==> config.mk <==
export PLATFORM = sky130hd
export DESIGN_NAME = bound_flasher_param
export DESIGN_NICKNAME = d
export VERILOG_FILES = /design/src/rtl/bound_flasher_pkg.sv /design/src/rtl/bound_flasher_tick.sv /design/src/rtl/bound_flasher_param.sv
export SDC_FILE = /design/constraint.sdc
export NUM_CORES = 1
export LEC_CHECK = 0
export CORE_AREA = 4 4 69 71
export CTS_BUF_LIST = sky130_fd_sc_hd__clkbuf_16
export DETAILED_ROUTE_END_ITERATION = 10
export DIE_AREA = 0 0 73 75
export PLACE_DENSITY = 0.84
export SLEW_MARGIN = 5
export SYNTH_ARGS = -nofsm -noshare
export SYNTH_HDL_FRONTEND = slang
export SYNTH_SLANG_ARGS = --single-unit
==> constraint.sdc <==
create_clock -name clk -period 3.95 [get_ports clk]
set_input_delay 0.9875 -clock clk [delete_from_list [all_inputs] [get_ports clk]]
set_output_delay 0.9875 -clock clk [all_outputs]
set_load 0.02 [all_outputs]
==> src/rtl/bound_flasher_pkg.sv <==
// bound_flasher_pkg
// Shared definitions for the bound flasher:
//   flasher_state_t - sequencer states (one per leg of the lamp pattern)
//   LVL_W           - width of a lamp level able to hold 0..MAX_LAMPS
//   therm()         - lamp level L -> thermometer vector (1<<L)-1
package bound_flasher_pkg;

    localparam int MAX_LAMPS = 64;
    localparam int LVL_W     = 7;

    typedef enum logic [3:0] {
        S_IDLE,
        S_UP_B0,
        S_DN_0,
        S_UP_B1,
        S_DN_B0,
        S_UP_TOP,
        S_DN_ALL,
        S_BLINK_ON,
        S_BLINK_OFF
    } flasher_state_t;

    // Full-width thermometer; callers truncate to their own lamp count.
    function automatic logic [MAX_LAMPS-1:0] therm(input logic [LVL_W-1:0] lvl);
        if (lvl >= LVL_W'(MAX_LAMPS)) begin
            return '1;
        end
        return (64'd1 << lvl) - 64'd1;
    endfunction

endpackage

==> src/rtl/bound_flasher_tick.sv <==
// bound_flasher_tick
// Step prescaler: counts 0..TICK_DIV-1 and raises tick (combinationally)
// while the count sits at TICK_DIV-1, then wraps.
//   clk  - clock
//   rst  - asynchronous active-high reset, count -> 0
//   clr  - synchronous clear, count -> 0 on the next edge
//   tick - high for the one cycle whose closing edge completes a step
// TICK_DIV=1 keeps the count at zero, so tick is high every cycle.
module bound_flasher_tick #(
    parameter int TICK_DIV = 100
) (
    input  logic clk,
    input  logic rst,
    input  logic clr,
    output logic tick
);

    localparam int CW = (TICK_DIV > 1) ? $clog2(TICK_DIV) : 1;

    logic [CW-1:0] count;

    assign tick = (count == CW'(TICK_DIV - 1));

    always_ff @(posedge clk or posedge rst) begin
        if (rst) begin
            count <= '0;
        end else if (clr || tick) begin
            count <= '0;
        end else begin
            count <= count + 1'b1;
        end
    end

endmodule

==> src/rtl/bound_flasher_param.sv <==
// bound_flasher_param
// Thermometer lamp sequencer. A flick in IDLE starts the pattern
//   0 -> B0+1 -> 0 -> B1+1 -> B0+1 -> NUM_LAMPS -> 0 -> blink on -> blink off
// moving the lamp level by one per prescaler tick. A flick sampled on a tick
// at the kickback points (L = B0+1 or B1+1 while climbing to B1+1, L = B1+1
// while climbing to the top) turns the climb back into the preceding descent.
//   clk   - clock, all state changes on the rising edge
//   rst   - asynchronous active-high reset
//   flick - start / kickback request, level-sampled
//   lamps - registered thermometer output (all ones during blink-on)
//   busy  - registered, high whenever the sequencer is not idle
//   done  - registered one-cycle pulse when the sequence returns to idle
module bound_flasher_param
    import bound_flasher_pkg::*;
#(
    parameter int NUM_LAMPS = 16,
    parameter int TICK_DIV  = 100,
    parameter int B0        = 5,
    parameter int B1        = 10
) (
    input  logic                 clk,
    input  logic                 rst,
    input  logic                 flick,
    output logic [NUM_LAMPS-1:0] lamps,
    output logic                 busy,
    output logic                 done
);

    // Elaboration-time parameter checks.
    if (NUM_LAMPS < 4 || NUM_LAMPS > MAX_LAMPS) begin : g_bad_num_lamps
        $fatal(1, "bound_flasher_param: NUM_LAMPS=%0d outside 4..64", NUM_LAMPS);
    end
    if (TICK_DIV < 1 || TICK_DIV > (1 << 20)) begin : g_bad_tick_div
        $fatal(1, "bound_flasher_param: TICK_DIV=%0d outside 1..2^20", TICK_DIV);
    end
    if (B0 < 1 || B0 >= B1 || B1 >= NUM_LAMPS - 1) begin : g_bad_bounds
        $fatal(1, "bound_flasher_param: need 1 <= B0 < B1 < NUM_LAMPS-1 (B0=%0d B1=%0d)", B0, B1);
    end

    localparam int LW = $clog2(NUM_LAMPS + 1);

    // Level values compared against the level *before* a step is applied.
    localparam logic [LW-1:0] L_ONE   = LW'(1);
    localparam logic [LW-1:0] L_B0    = LW'(B0);
    localparam logic [LW-1:0] L_B0P1  = LW'(B0 + 1);
    localparam logic [LW-1:0] L_B0P2  = LW'(B0 + 2);
    localparam logic [LW-1:0] L_B1    = LW'(B1);
    localparam logic [LW-1:0] L_B1P1  = LW'(B1 + 1);
    localparam logic [LW-1:0] L_TOPM1 = LW'(NUM_LAMPS - 1);

    flasher_state_t        state, state_n;
    logic [LW-1:0]         lvl, lvl_n;
    logic [NUM_LAMPS-1:0]  lamps_n;
    logic                  tick;
    logic                  clr;

    // Holding the prescaler clear while idle means it always starts from
    // zero on the cycle after a start flick is accepted.
    assign clr = (state == S_IDLE);

    bound_flasher_tick #(
        .TICK_DIV(TICK_DIV)
    ) u_tick (
        .clk (clk),
        .rst (rst),
        .clr (clr),
        .tick(tick)
    );

    always_ff @(posedge clk or posedge rst) begin
        if (rst) begin
            state <= S_IDLE;
            lvl   <= '0;
            lamps <= '0;
            busy  <= 1'b0;
            done  <= 1'b0;
        end else begin
            state <= state_n;
            lvl   <= lvl_n;
            lamps <= lamps_n;
            busy  <= (state_n != S_IDLE);
            done  <= (state == S_BLINK_OFF) && tick;
        end
    end

    // Each leg's exit test looks at the level before the step, so the state
    // changes on the same tick that the level reaches the leg's bound.
    always_comb begin
        state_n = state;
        lvl_n   = lvl;
        unique case (state)
            S_IDLE: begin
                if (flick) begin
                    state_n = S_UP_B0;
                end
            end
            S_UP_B0: begin
                if (tick) begin
                    lvl_n = lvl + 1'b1;
                    if (lvl == L_B0) begin
                        state_n = S_DN_0;
                    end
                end
            end
            S_DN_0: begin
                if (tick) begin
                    lvl_n = lvl - 1'b1;
                    if (lvl == L_ONE) begin
                        state_n = S_UP_B1;
                    end
                end
            end
            S_UP_B1: begin
                if (tick) begin
                    // Kickback is tested first so it wins over the climb.
                    if (flick && (lvl == L_B0P1 || lvl == L_B1P1)) begin
                        lvl_n   = lvl - 1'b1;
                        state_n = S_DN_0;
                    end else begin
                        lvl_n = lvl + 1'b1;
                        if (lvl == L_B1) begin
                            state_n = S_DN_B0;
                        end
                    end
                end
            end
            S_DN_B0: begin
                if (tick) begin
                    lvl_n = lvl - 1'b1;
                    // <= so a kickback landing at B0+1 (B1 == B0+1) still exits.
                    if (lvl <= L_B0P2) begin
                        state_n = S_UP_TOP;
                    end
                end
            end
            S_UP_TOP: begin
                if (tick) begin
                    if (flick && lvl == L_B1P1) begin
                        lvl_n   = lvl - 1'b1;
                        state_n = S_DN_B0;
                    end else begin
                        lvl_n = lvl + 1'b1;
                        if (lvl == L_TOPM1) begin
                            state_n = S_DN_ALL;
                        end
                    end
                end
            end
            S_DN_ALL: begin
                if (tick) begin
                    lvl_n = lvl - 1'b1;
                    if (lvl == L_ONE) begin
                        state_n = S_BLINK_ON;
                    end
                end
            end
            S_BLINK_ON: begin
                if (tick) begin
                    state_n = S_BLINK_OFF;
                end
            end
            S_BLINK_OFF: begin
                if (tick) begin
                    state_n = S_IDLE;
                end
            end
            default: begin
                state_n = S_IDLE;
                lvl_n   = '0;
            end
        endcase

        lamps_n = (state_n == S_BLINK_ON) ? '1 : NUM_LAMPS'(therm(LVL_W'(lvl_n)));
    end

endmodule
**Word level (Yosys, flattened, before mapping)**

Cells that the tools add are included.

- Register bits: 34
- Output and inout port bits: 18
- Word-level logic and storage cells: 64

- Add/subtract/negate cells: 4
- Magnitude comparators: 1
- Equal/unequal tests: 16
- Shift operators: 1
- Muxes and demuxes: 27
- Reduce and logical (&&, ||, !) cells: 9

Operators by type and width:

| cell | count |
|---|---|
| two-way mux 4 bit | 17 |
| case mux 4 bit (9 select lines) | 1 |
| two-way mux 5 bit | 6 |
| case mux 5 bit (5 select lines) | 1 |
| equality test 4 x 3 -> 1 bit (second input constant) | 5 |
| two-way mux 16 bit | 1 |
| left shift 1 x 5 -> 16 bit (first input constant) | 1 |
| subtractor 16 x 1 -> 16 bit (second input constant) | 1 |
| equality test 5 x 4 -> 1 bit (second input constant) | 3 |
| equality test 5 x 3 -> 1 bit (second input constant) | 2 |
| equality test 4 x 2 -> 1 bit (second input constant) | 2 |
| adder 7 x 1 -> 7 bit (second input constant) | 1 |
| equality test 7 bit (second input constant) | 1 |
| two-way mux 7 bit | 1 |
| OR reduction 3 bit | 2 |
| adder 5 x 1 -> 5 bit (second input constant) | 1 |
| equality test 5 x 1 -> 1 bit (second input constant) | 1 |
| <= comparator 5 x 3 -> 1 bit (second input constant) | 1 |
| subtractor 5 x 1 -> 5 bit (second input constant) | 1 |
| equality test 4 x 1 -> 1 bit (second input constant) | 1 |
| equality test 4 bit (second input constant) | 1 |
| logical NOT 4 bit | 1 |
| nonzero test 4 bit | 1 |
| logical AND 1 bit | 3 |
| logical OR 1 bit | 2 |

**Logic depth before layout (Yosys ltp)**

Gate-level depths: netlist (run 1).

- Depth in word-level cells: 9
- Depth in mapped cells: 14
- Gate-level depth less buffers: 13

**Modules after synthesis**

From an unflattened synthesis (run 1), not the netlist that was laid out.

- Cell total of the unflattened synthesis: 261
- Area, all modules: 2265.9 sq um

By module, submodules not included:

| module | times used | cells an instance | area each (sq um) |
|---|---|---|---|
| bound_flasher_param | 1 | 228 | 1918.1 |
| bound_flasher_tick | 1 | 33 | 347.8 |

**Worst setup path before layout (run 1)**

OpenSTA, ideal clock, no wires.

- Kind: input to register
- Start point: input flick
- End point: register lamps[12]
- Library setup time: 0.091 ns
- Data arrival time: 3.372 ns
- Data required time: 3.859 ns
- Setup slack: 0.487 ns
- Stages on the path: 11
- Buffers on the path: 1
- Cells stage by stage: nand2b_1 a21oi_1 a2111oi_0 nor3_1 inv_1 nor2_1 nand2_1 ha_1 clkbuf_1 or4_1 o221ai_1

- Cells in the longest elaborated chain, start to end: 7
- Elaborated cells between the ends (all ways): 17

RTL lines:

| element | line | source |
|---|---|---|
| start: declaration | bound_flasher_param.sv:23 | `input logic flick,` |
| logical AND 1 bit, on equally long branches | bound_flasher_param.sv:138, bound_flasher_param.sv:116 |  |
| two-way mux 5 bit, on equally long branches | bound_flasher_param.sv:138, bound_flasher_param.sv:116 |  |
| two-way mux 5 bit, on equally long branches | bound_flasher_param.sv:137, bound_flasher_param.sv:114 |  |
| case mux 5 bit (5 select lines) (*) | bound_flasher_param.sv:91 | `unique case (state)` |
| named net lvl_n[1] | bound_flasher_param.sv:52 | `logic [LW-1:0] lvl, lvl_n;` |
| left shift 1 x 5 -> 16 bit (*) | bound_flasher_pkg.sv:28 | `return (64'd1 << lvl) - 64'd1;` |
| subtractor 16 x 1 -> 16 bit (*) | bound_flasher_pkg.sv:28 |  |
| two-way mux 16 bit (*) | bound_flasher_param.sv:173 | `lamps_n = (state_n == S_BLINK_ON) ? '1 : NUM_LAMPS'(therm(LVL_W'(lvl_n)));` |
| named net lamps_n[12] | bound_flasher_param.sv:53 | `logic [NUM_LAMPS-1:0] lamps_n;` |
| end signal: assignment | bound_flasher_param.sv:80 | `lamps <= lamps_n;` |
| end: declaration | bound_flasher_param.sv:24 | `output logic [NUM_LAMPS-1:0] lamps,` |

Mark *: on every way through the listed nets, which the timed path passes. The rest lies on a longest branch.

**Final worst setup path (run 1)**

Same ends and word-level chain as after synthesis.

==> metrics, run 1 <==
min cycle time layout=between 3 and 4 ns; boundary pin count=21; PostCTS Resize Cnt=0; CP endpoint kind=flop; area post-placement=2550 um^2; cell-internal power=710 uW; worst vdd ir=0.000301 V; die area=5480 um^2; 1st-iter DRT viols=217; TritonCTS Buffers=5; switching pwr=145 uW; CTS root buf=clkbuf_16; row cnt=24; Synth Area per Inst=8.88 um^2; Tot Pwr=855 uW; antenna violations before repair=0; crit path kind=input port to flop; Main synth FF type=dfrtp_1; pin count of the biggest net entering global routing=27; Hold WC Path Type=flop to flop; Setup Viol. Count Final=0; YS warnings=0; CTS tree=done; MaxCap Viol Count=0; Logic pwr share=0.011; headroom to the max-slew limit=0.215; final hold vios=0; hold_sp=u_tick.count[0]$_DFF_PP0_; # hold bufs at CTS=0; Critical path buffers and inverters=2; layout cells sized above 1=0.119; synthesized cell area=2260 um^2; Yosys top cell area share=0.376; Routed WL=between 5 and 6 mm; measured slew at the worst slew-check pin=1.16 ns; Nets=287; CTS Buffer Depth=2; Seq pwr share=0.408; cell count after synthesis=around 260; Placed Instances=322; Hold Slack=0.493 ns; Yosys cell types=69; Reg2Reg Launch Point=lvl[0]$_DFF_PP0_; crit path from=flick; post-route ant nets=0; most frequent cells after synthesis=34 x dfrtp_1, 23 x nor2_1, 20 x nand2_1; Syn-to-layout area delta=20.9%; Buffers on Ports=20; Final GP Congestion=around 0.97; CP cell instances=clkdlybuf4s50_1 -> nand2b_1 -> o311ai_0 -> a21oi_1 -> a211oi_2 -> inv_1 -> nor3_2 -> nand3_1 -> ha_1 -> or4_1 -> o221ai_1; DR WL/cell=around 17 um; first-pass GRT wire length=9.51 mm; DRC violations left=0; Slowest Stage Delay on Critical Path=0.54 ns; clk sinks=34; crit path DAT=between 3 and 4 ns; switching fraction of total power=0.169; grt ovf=0; P_leak=0.991 nW; floorplan core area=4230 um^2; Crit-path slowest cell=clkdlybuf4s50_1; flop and latch count out of synthesis=34; fill count=335; setup bufs post-CTS=0; diodes inserted=0; Max Slew Vio Count=0; CP top delay family=simple AND/OR/NAND/NOR gates; Clk pwr share=0.581; CP required=4.13 ns; Initial Util=0.535; Worst setup SP type=input port; Peak Freq=277 MHz; asr flop ratio synth=1.00; die width=73 um; clock skew=0.00538 ns; vias per inst=6.37; most frequent cell after synthesis=dfrtp_1; Post-Syn Nets=~270; vias in the first global route=2,017; cell taking the most area after synthesis=dfrtp_1; sequential share of the synthesized area=0.376; Post-synth EDFFs=0; post-route cell area=2740 um^2; hpwl dp=between 3 and 4 mm; Die Height=75 um; RSZ-0062 raised after global routing=false; synth top area cells=dfrtp_1 38%, ha_1 3.9%, nor2_1 3.8%; Final Non-Filler Cells=330; TritonRoute pass-1 iters=6; Total GRT Usage=0.223; Clock transition at path regs=0.05 ns; Cell Pwr Density=approximately 310 nW/um^2; outcome=finished, final reports clean; CP max FO=6; setup TNS=0 ns; Final Cycle Share=0.914; Skew-Pair Late Insertion Delay=about 0.28 ns; htree depth=2; Vias=2,102
## state kept, by name, indices dropped and copies added (netlist names)
signal        count
lamps            16
u_tick.count      7
lvl               5
busy              1
done              1
state             4
## final cells by class
type	instances	area, um^2	share of cell area
clock buffers	5	125	0.0457
well taps	52	65.1	0.0238
flip-flops and latches	34	851	0.311
inverters	16	60.1	0.0219
repair buffers	31	283	0.103
multi-input cells	189	1290	0.471
clock inverters	3	63.8	0.0233
## metal layers
metal  vias up  GRT usage  part of all wire
met5         -          0                 0
met4         0     0.0820             0.022
met3        15     0.0414             0.070
met2        98      0.367              0.49
met1       992      0.293              0.42
li1        997          -                 -
## cells by family after synthesis
kind of cell    count (synthesis)  synth area share
fa+ha+maj                       7            0.0387
mux                             1           0.00442
flops                          34             0.376
buf+inv                        32            0.0541
compound gates                 71             0.242
xor+xnor                        7            0.0271
simple gates                  103             0.258
## path summary, 6_finish.rpt
| path | end | slack [ns] | cells past startpoint |
|---|---|---|---|
| setup / recovery | lamps[12]$_DFF_PP0_ | 0.34 | 11 |
| hold / removal | u_tick.count[0]$_DFF_PP0_ | 0.49 | 1 |
| setup reg to reg | lamps[12]$_DFF_PP0_ | 0.56 | 11 |
| hold reg to reg | u_tick.count[0]$_DFF_PP0_ | 0.49 | 1 |
| max in group asynchronous | u_tick.count[2]$_DFF_PP0_ | 2.06 | 3 |
| min in group asynchronous | lamps[7]$_DFF_PP0_ | 1.22 | 2 |
## power by group through the flow
stage | clock network, mW | registers [mW] | logic [mW]
after global routing | 0.519 | 0.348 | 0.0110
after global placement | 0 | 0.355 | 0.00970
after CTS | 0.503 | 0.349 | 0.0101
final | 0.496 | 0.349 | 0.00946
after detailed placement | 0 | 0.355 | 0.00999
after floorplan | 0 | 0.355 | 0.00515
## metrics by stage
| stage | setup slack (ns) | util |
|---|---|---|
| 2_1_floorplan | 0.487 | - |
| 3_3_place_gp | 0.216 | 0.602 |
| 3_5_place_dp | 0.126 | 0.602 |
| 4_1_cts | 0.350 | 0.647 |
| 5_1_grt | 0.143 | 0.647 |
| 6_report | 0.341 | 0.647 |
## cell usage in the layout, fill, tap and decap left out, types with 2 or more instances in the layout
cell type	instances
a2111oi_0	2
a211o_1	2
a211oi_1	3
a21oi_1	12
a2bb2oi_1	3
a31oi_1	4
and2_1	2
and3_1	3
buf_4	11
bufinv_16	2
clkbuf_16	5
clkdlybuf4s50_1	20
clkinv_1	2
dfrtp_1	34
ha_1	7
inv_1	14
nand2_1	20
nand2b_1	3
nand3_1	11
nand3b_1	5
nand4_1	2
nor2_1	23
nor2b_1	3
nor3_1	6
nor3b_1	5
nor4bb_1	2
o2111ai_1	3
o211ai_1	6
o21a_1	5
o21ai_0	3
o21ai_1	2
o221ai_1	4
o311ai_0	2
o31a_1	2
or3b_2	2
or4_1	4
xnor2_1	5
xor2_1	2
No activity file was read; power rests on OpenSTA's default activity.
==> run 2: changes to the inputs <==
--- a/config.mk
+++ b/config.mk
@@ -5,11 +5,11 @@
 export SDC_FILE = /design/constraint.sdc
 export NUM_CORES = 1
 export LEC_CHECK = 0
-export CORE_AREA = 4 4 69 71
+export CORE_AREA = 4 4 59 82
 export CTS_BUF_LIST = sky130_fd_sc_hd__clkbuf_16
 export DETAILED_ROUTE_END_ITERATION = 10
-export DIE_AREA = 0 0 73 75
-export PLACE_DENSITY = 0.84
+export DIE_AREA = 0 0 63 86
+export PLACE_DENSITY = 0.85
 export SLEW_MARGIN = 5
 export SYNTH_ARGS = -nofsm -noshare
 export SYNTH_HDL_FRONTEND = slang
==> run 2 against run 1 <==
Effect of this change:
- via count is 1.7% higher
- maximum frequency down 2.4%
- clock skew decreased by 0.0021 ns
- first-iteration DRC count down 13%
- largest cell class unchanged
- clock-buffer cell count is the same
- critical path type unchanged
- register-to-register slack about the same
- highest routed layer unchanged
==> metrics, run 2 (same netlist as run 1, synthesis figures left out) <==
Hold Slack=slightly above 0.5 ns; setup TNS=0 ns; CP dominant cell by count=nand2_1; cell-internal power=579 uW; floorplan core area=between 4000 and 5000 um^2; CP max FO=8; switching fraction of total power=0.194; P_leak=0.983 nW; CTS root buf=clkbuf_16; outcome=finished, final reports clean; min cycle time layout=between 3 and 4 ns; die area=5420 um^2; CP top delay family=compound AO/OA/AOI/OAI gates; MaxCap Viol Count=0; antenna violations before repair=0; CTS Buffer Depth=2; post-route cell area=2690 um^2; most common cell after layout, fill and taps aside=dfrtp_1; post-route setup slack=about 0.25 ns; TritonRoute pass-1 iters=5; Setup Viol. Count Final=0; vias per inst=6.60; Crit-path slowest cell=clkdlybuf4s50_1; Clock transition at path regs=0.05 ns; Final Cycle Share=0.937; Cell Pwr Density=266 nW/um^2; Worst setup SP type=input port; headroom to the max-slew limit=0.522; Peak Freq=270 MHz; pin count of the biggest net entering global routing=35; first-pass GRT wire length=9.99 mm; Hold WC Path Type=flop to flop; measured slew at the worst slew-check pin=0.709 ns; DR WL/cell=between 15 and 20 um; Max Slew Vio Count=0; clock skew=0.00332 ns; hold_sp=u_tick.count[0]$_DFF_PP0_; boundary pin count=21; diodes inserted=0; Layout Utilization=0.646; reg2reg end=lamps[12]$_DFF_PP0_; CP cell instances=clkdlybuf4s50_1 -> nand2b_1 -> a2111o_1 -> a2111oi_0 -> nor3_1 -> inv_1 -> nor2_1 -> nand2_1 -> ha_1 -> buf_4 -> nand2_1 -> a21boi_1 -> o211ai_1; Syn-to-layout area delta=19.0%; Vias=2,137; Total GRT Usage=0.235; grt ovf=0; area occupied by multi-input gates=1300 um^2; Seq. cell area=851 um^2; Final GP Congestion=0.959; hpwl dp=4.17 mm; Buffers on Ports=20; post-route ant nets=0; Die Height=86 um; row cnt=28; Tot Pwr=718 uW; Placed Instances=316; Final Non-Filler Cells=324; CP endpoint kind=flop; TritonCTS Buffers=5; # hold bufs at CTS=0; CTS tree=done; Routed WL=around 6.0 mm; Clk pwr share=0.501; area post-placement=2550 um^2; Reg2Reg Launch Point=lvl[0]$_DFF_PP0_; RSZ-0062 raised after global routing=false; Seq pwr share=0.486; Regs by FF count=lamps (16), u_tick.count (7), lvl (5); Critical path buffers and inverters=3; FF-to-FF setup slack=0.55 ns; Slowest Stage Delay on Critical Path=0.54 ns; R2R depth=11; CP required=4.13 ns; crit path DAT=3.88 ns; hold worst-path end=u_tick.count[0]$_DFF_PP0_; Nets=288; setup bufs post-CTS=0; 1st-iter DRT viols=188; Largest register FFs=16; worst slack, placed=0.103 ns; vias in the first global route=approximately 2,100; DRC violations left=0; most frequent cells in the layout=34 x dfrtp_1, 23 x nor2_1, 20 x nand2_1, 20 x clkdlybuf4s50_1, 15 x inv_1; die width=63 um; worst vdd ir=0.000443 V; hold path depth=1; htree depth=2; layout cells sized above 1=0.122; Reg with most FFs=lamps; crit path kind=input port to flop; Logic pwr share=0.013; Initial Util=0.543; PostCTS Resize Cnt=0; Skew-Pair Late Insertion Delay=roughly 0.28 ns; final hold vios=0; fill count=between 300 and 400; clk sinks=34; switching pwr=139 uW
-- run 2: cell types whose count changed in the layout (fill, tap and decap cells not counted), sizes merged --
cell | before | now
bufinv | 2 | 0
buf | 11 | 12
clkinv | 2 | 3
inv | 15 | 16
-- run 2: layout make-up --
type,instances,area share
flip-flops and latches,34,0.316
repair buffers,32,0.108
inverters,16,0.0223
clock inverters,3,0.00464
multi-input cells,189,0.482
well taps,45,0.0209
clock buffers,5,0.0464
-- run 2: worst max-delay path by stage --
stage | startpoint | end | slack (ns) | depth (start not counted)
4_1_cts | flick | lamps[12]$_DFF_PP0_ | 0.39 | 11
2_1_floorplan | flick | lamps[12]$_DFF_PP0_ | 0.49 | 11
6_report | flick | lamps[6]$_DFF_PP0_ | 0.25 | 13
3_5_place_dp | flick | lamps[12]$_DFF_PP0_ | 0.10 | 11
3_3_place_gp | flick | lamps[12]$_DFF_PP0_ | 0.20 | 11
5_1_grt | flick | lamps[10]$_DFF_PP0_ | 0.12 | 13
-- run 2: power by group through the flow --
stage | Clock [mW] | Sequential, mW | Combinational [mW]
finish | 0.359 | 0.349 | 0.00956
detailed placement | 0 | 0.355 | 0.0101
global placement | 0 | 0.355 | 0.00972
floorplan | 0 | 0.355 | 0.00515
global route | 0.385 | 0.348 | 0.0113
CTS | 0.369 | 0.349 | 0.0102
-- run 2: metal layers --
layer	up-vias	track usage	share of wire
li1	992	-	-
met1	1007	0.253	0.38
met2	108	0.401	0.51
met3	30	0.0524	0.063
met4	0	0.177	0.050
met5	-	0	0
-- run 2: worst register-to-register path: cells and delay by family, from the launching register on --
family | cells | cell delay (ns)
simple gates | 5 | 1.46
compound gates | 3 | 0.69
fa+ha+maj | 2 | 0.55
flops | 1 | 0.45
buf+inv | 1 | 0.15
==> edit, RTL diff (config.mk and constraints of run 2) <==
`TICK_DIV` is set to 100 in 2 places; all go to 150.
--- a/src/rtl/bound_flasher_tick.sv
+++ b/src/rtl/bound_flasher_tick.sv
@@ -7,7 +7,7 @@
 //   tick - high for the one cycle whose closing edge completes a step
 // TICK_DIV=1 keeps the count at zero, so tick is high every cycle.
 module bound_flasher_tick #(
-    parameter int TICK_DIV = 100
+    parameter int TICK_DIV = 150
 ) (
     input  logic clk,
     input  logic rst,
--- a/src/rtl/bound_flasher_param.sv
+++ b/src/rtl/bound_flasher_param.sv
@@ -14,7 +14,7 @@
     import bound_flasher_pkg::*;
 #(
     parameter int NUM_LAMPS = 16,
-    parameter int TICK_DIV  = 100,
+    parameter int TICK_DIV  = 150,
     parameter int B0        = 5,
     parameter int B1        = 10
 ) (
Function: same outputs for any inputs over 10 cycles, from zero or initial values and one cycle with rst high; that may be too few to reach the edited logic, so the function may still have changed.
==> edit against run 2 <==
  * Synthesized cell count is 2.4% higher
  * Area after synthesis is 9.6% higher
  * Die area stayed put
  * Power is 15% higher
  * Clock power is 27% higher
  * Utilization is 4.8 points higher
  * Setup slack worse by 29 ps
  * Wire length is 7.9% higher
  * Sequential cell count is 1 higher
  * Sequential power is 3% higher
  * Critical path depth stayed put
  * Final area is 7.4% higher
  * Combinational power is 2.5% higher
  * Critical endpoint is now lamps[14]
  * Largest power group unchanged
  * Highest routed layer unchanged
==> edit: results <==
INSERT INTO impl_metrics (metric_group, metric, value, unit) VALUES
('run_status', 'status', 'completed', ''),
('power', 'power.leakage', '1.10', 'nW'),
('synthesis', 'synth_fp_nets', '272', ''),
('setup_path', 'r2r_cells', '16', ''),
('setup_path', 'critical_path_fanout_max', '6', ''),
('placement', 'place_hpwl', '4340', 'um'),
('synthesis', 'synth.area.top_cells', 'dfrtp_1 (35%), ha_1 (4.0%), nor2_1 (3.2%)', ''),
('placement', 'post-place-ws', '43.1', 'ps'),
('final_layout', 'largest_registers', 'lamps: 16 flops, u_tick.count: 8 flops, lvl: 5 flops', ''),
('synthesis', 'synthCells', '261', ''),
('route', 'drtIter0Drc', '256', ''),
('placement', 'placed_area', '2710', 'um2'),
('placement', 'dpl.cell_count', '322', ''),
('synthesis', 'ys_top_cells_by_count', 'dfrtp_1 (35), nor2_1 (21), nand2_1 (16)', ''),
('global_routing', 'grt_pass1_wl', '10900', 'um'),
('synthesis', 'synth.distinct_cells', '77', ''),
('route', 'drt_first_pass_iters', '4', ''),
('route', 'wl', '6430', 'um'),
('timing', 'hold_ws', '487', 'ps'),
('placement', 'place_congestion', '0.941', ''),
('timing', 'worst_slew_margin_relative_to_its_limit', '56.1', '%'),
('global_routing', 'track_usage', '25.8', '%'),
('final_layout', 'layout_cells_excl_fill', '330', ''),
('setup_path', 'reg2reg_to', 'lamps[10]', ''),
('final_layout', 'drive_above_1_share', '16.1', '%'),
('power', 'peakVddDrop', '0.332', 'mV');
[edit: cell types whose count changed in the layout (fill, tap and decap cells not counted), sizes merged, moves of 3 or more]
cell / change
nor3b: -4
a21oi: -5
a221o: +4
a2bb2oi: -3
nand3: +5
o21ai: +7
nor2: -3
o21a: -4
nand4: +3
a21o: +4
[edit: cell type report]
class	count	area (um2)
clock buffer	5	125
inverter	14	60.1
clock inverter	3	47.5
sequential	35	876
tap	45	56.3
fill	311	1270
multi-input combinational	196	1440
timing repair buffer	32	290
[edit: cell families (layout without fill, tap and decap cells)]
family,Yosys count,after routing,synth area share [%]
AOI/OAI and AO/OA,78,78,26.0
xor gates and xnor gates,9,9,3.18
adders and majority gates,8,8,4.03
buffers and inverters,30,54,7.16
DFF,35,35,35.3
muxes,1,1,0.403
and+or+nand+nor,100,100,23.9
[edit: how the worst max path moves through the flow]
stage / startpoint / to / slack (ps) / cells after the start
final: flick / lamps[14] / 220 / 13
after global routing: flick / lamps[10] / 20 / 15
after CTS: flick / lamps[10] / 230 / 15
after detailed placement: flick / lamps[14] / 40 / 13
after global placement: flick / lamps[10] / 100 / 14
after floorplan: flick / lamps[10] / 560 / 15
[edit: report_power, final]
group | switching, mW | total (mW) | internal [mW]
combinational | 0.00730 | 0.00980 | 0.00250
clock | 0.156 | 0.456 | 0.301
sequential | 0 | 0.359 | 0.359
total | 0.163 | 0.825 | 0.662
[edit: metal layers]
layer / vias to the layer above / track usage [%] / routed length [um]
met3: 26 / 4.46 / 393
met1: 1051 / 28.5 / 2380
li1: 1023 / - / -
met2: 109 / 45.9 / 3360
met4: 0 / 15.1 / 299
met5: - / 0 / 0
[edit: timing repair]
item                       4_1_cts  5_1_grt
resized for setup                0        2
hold buffers                     0        0
setup endpoints to repair        0        1
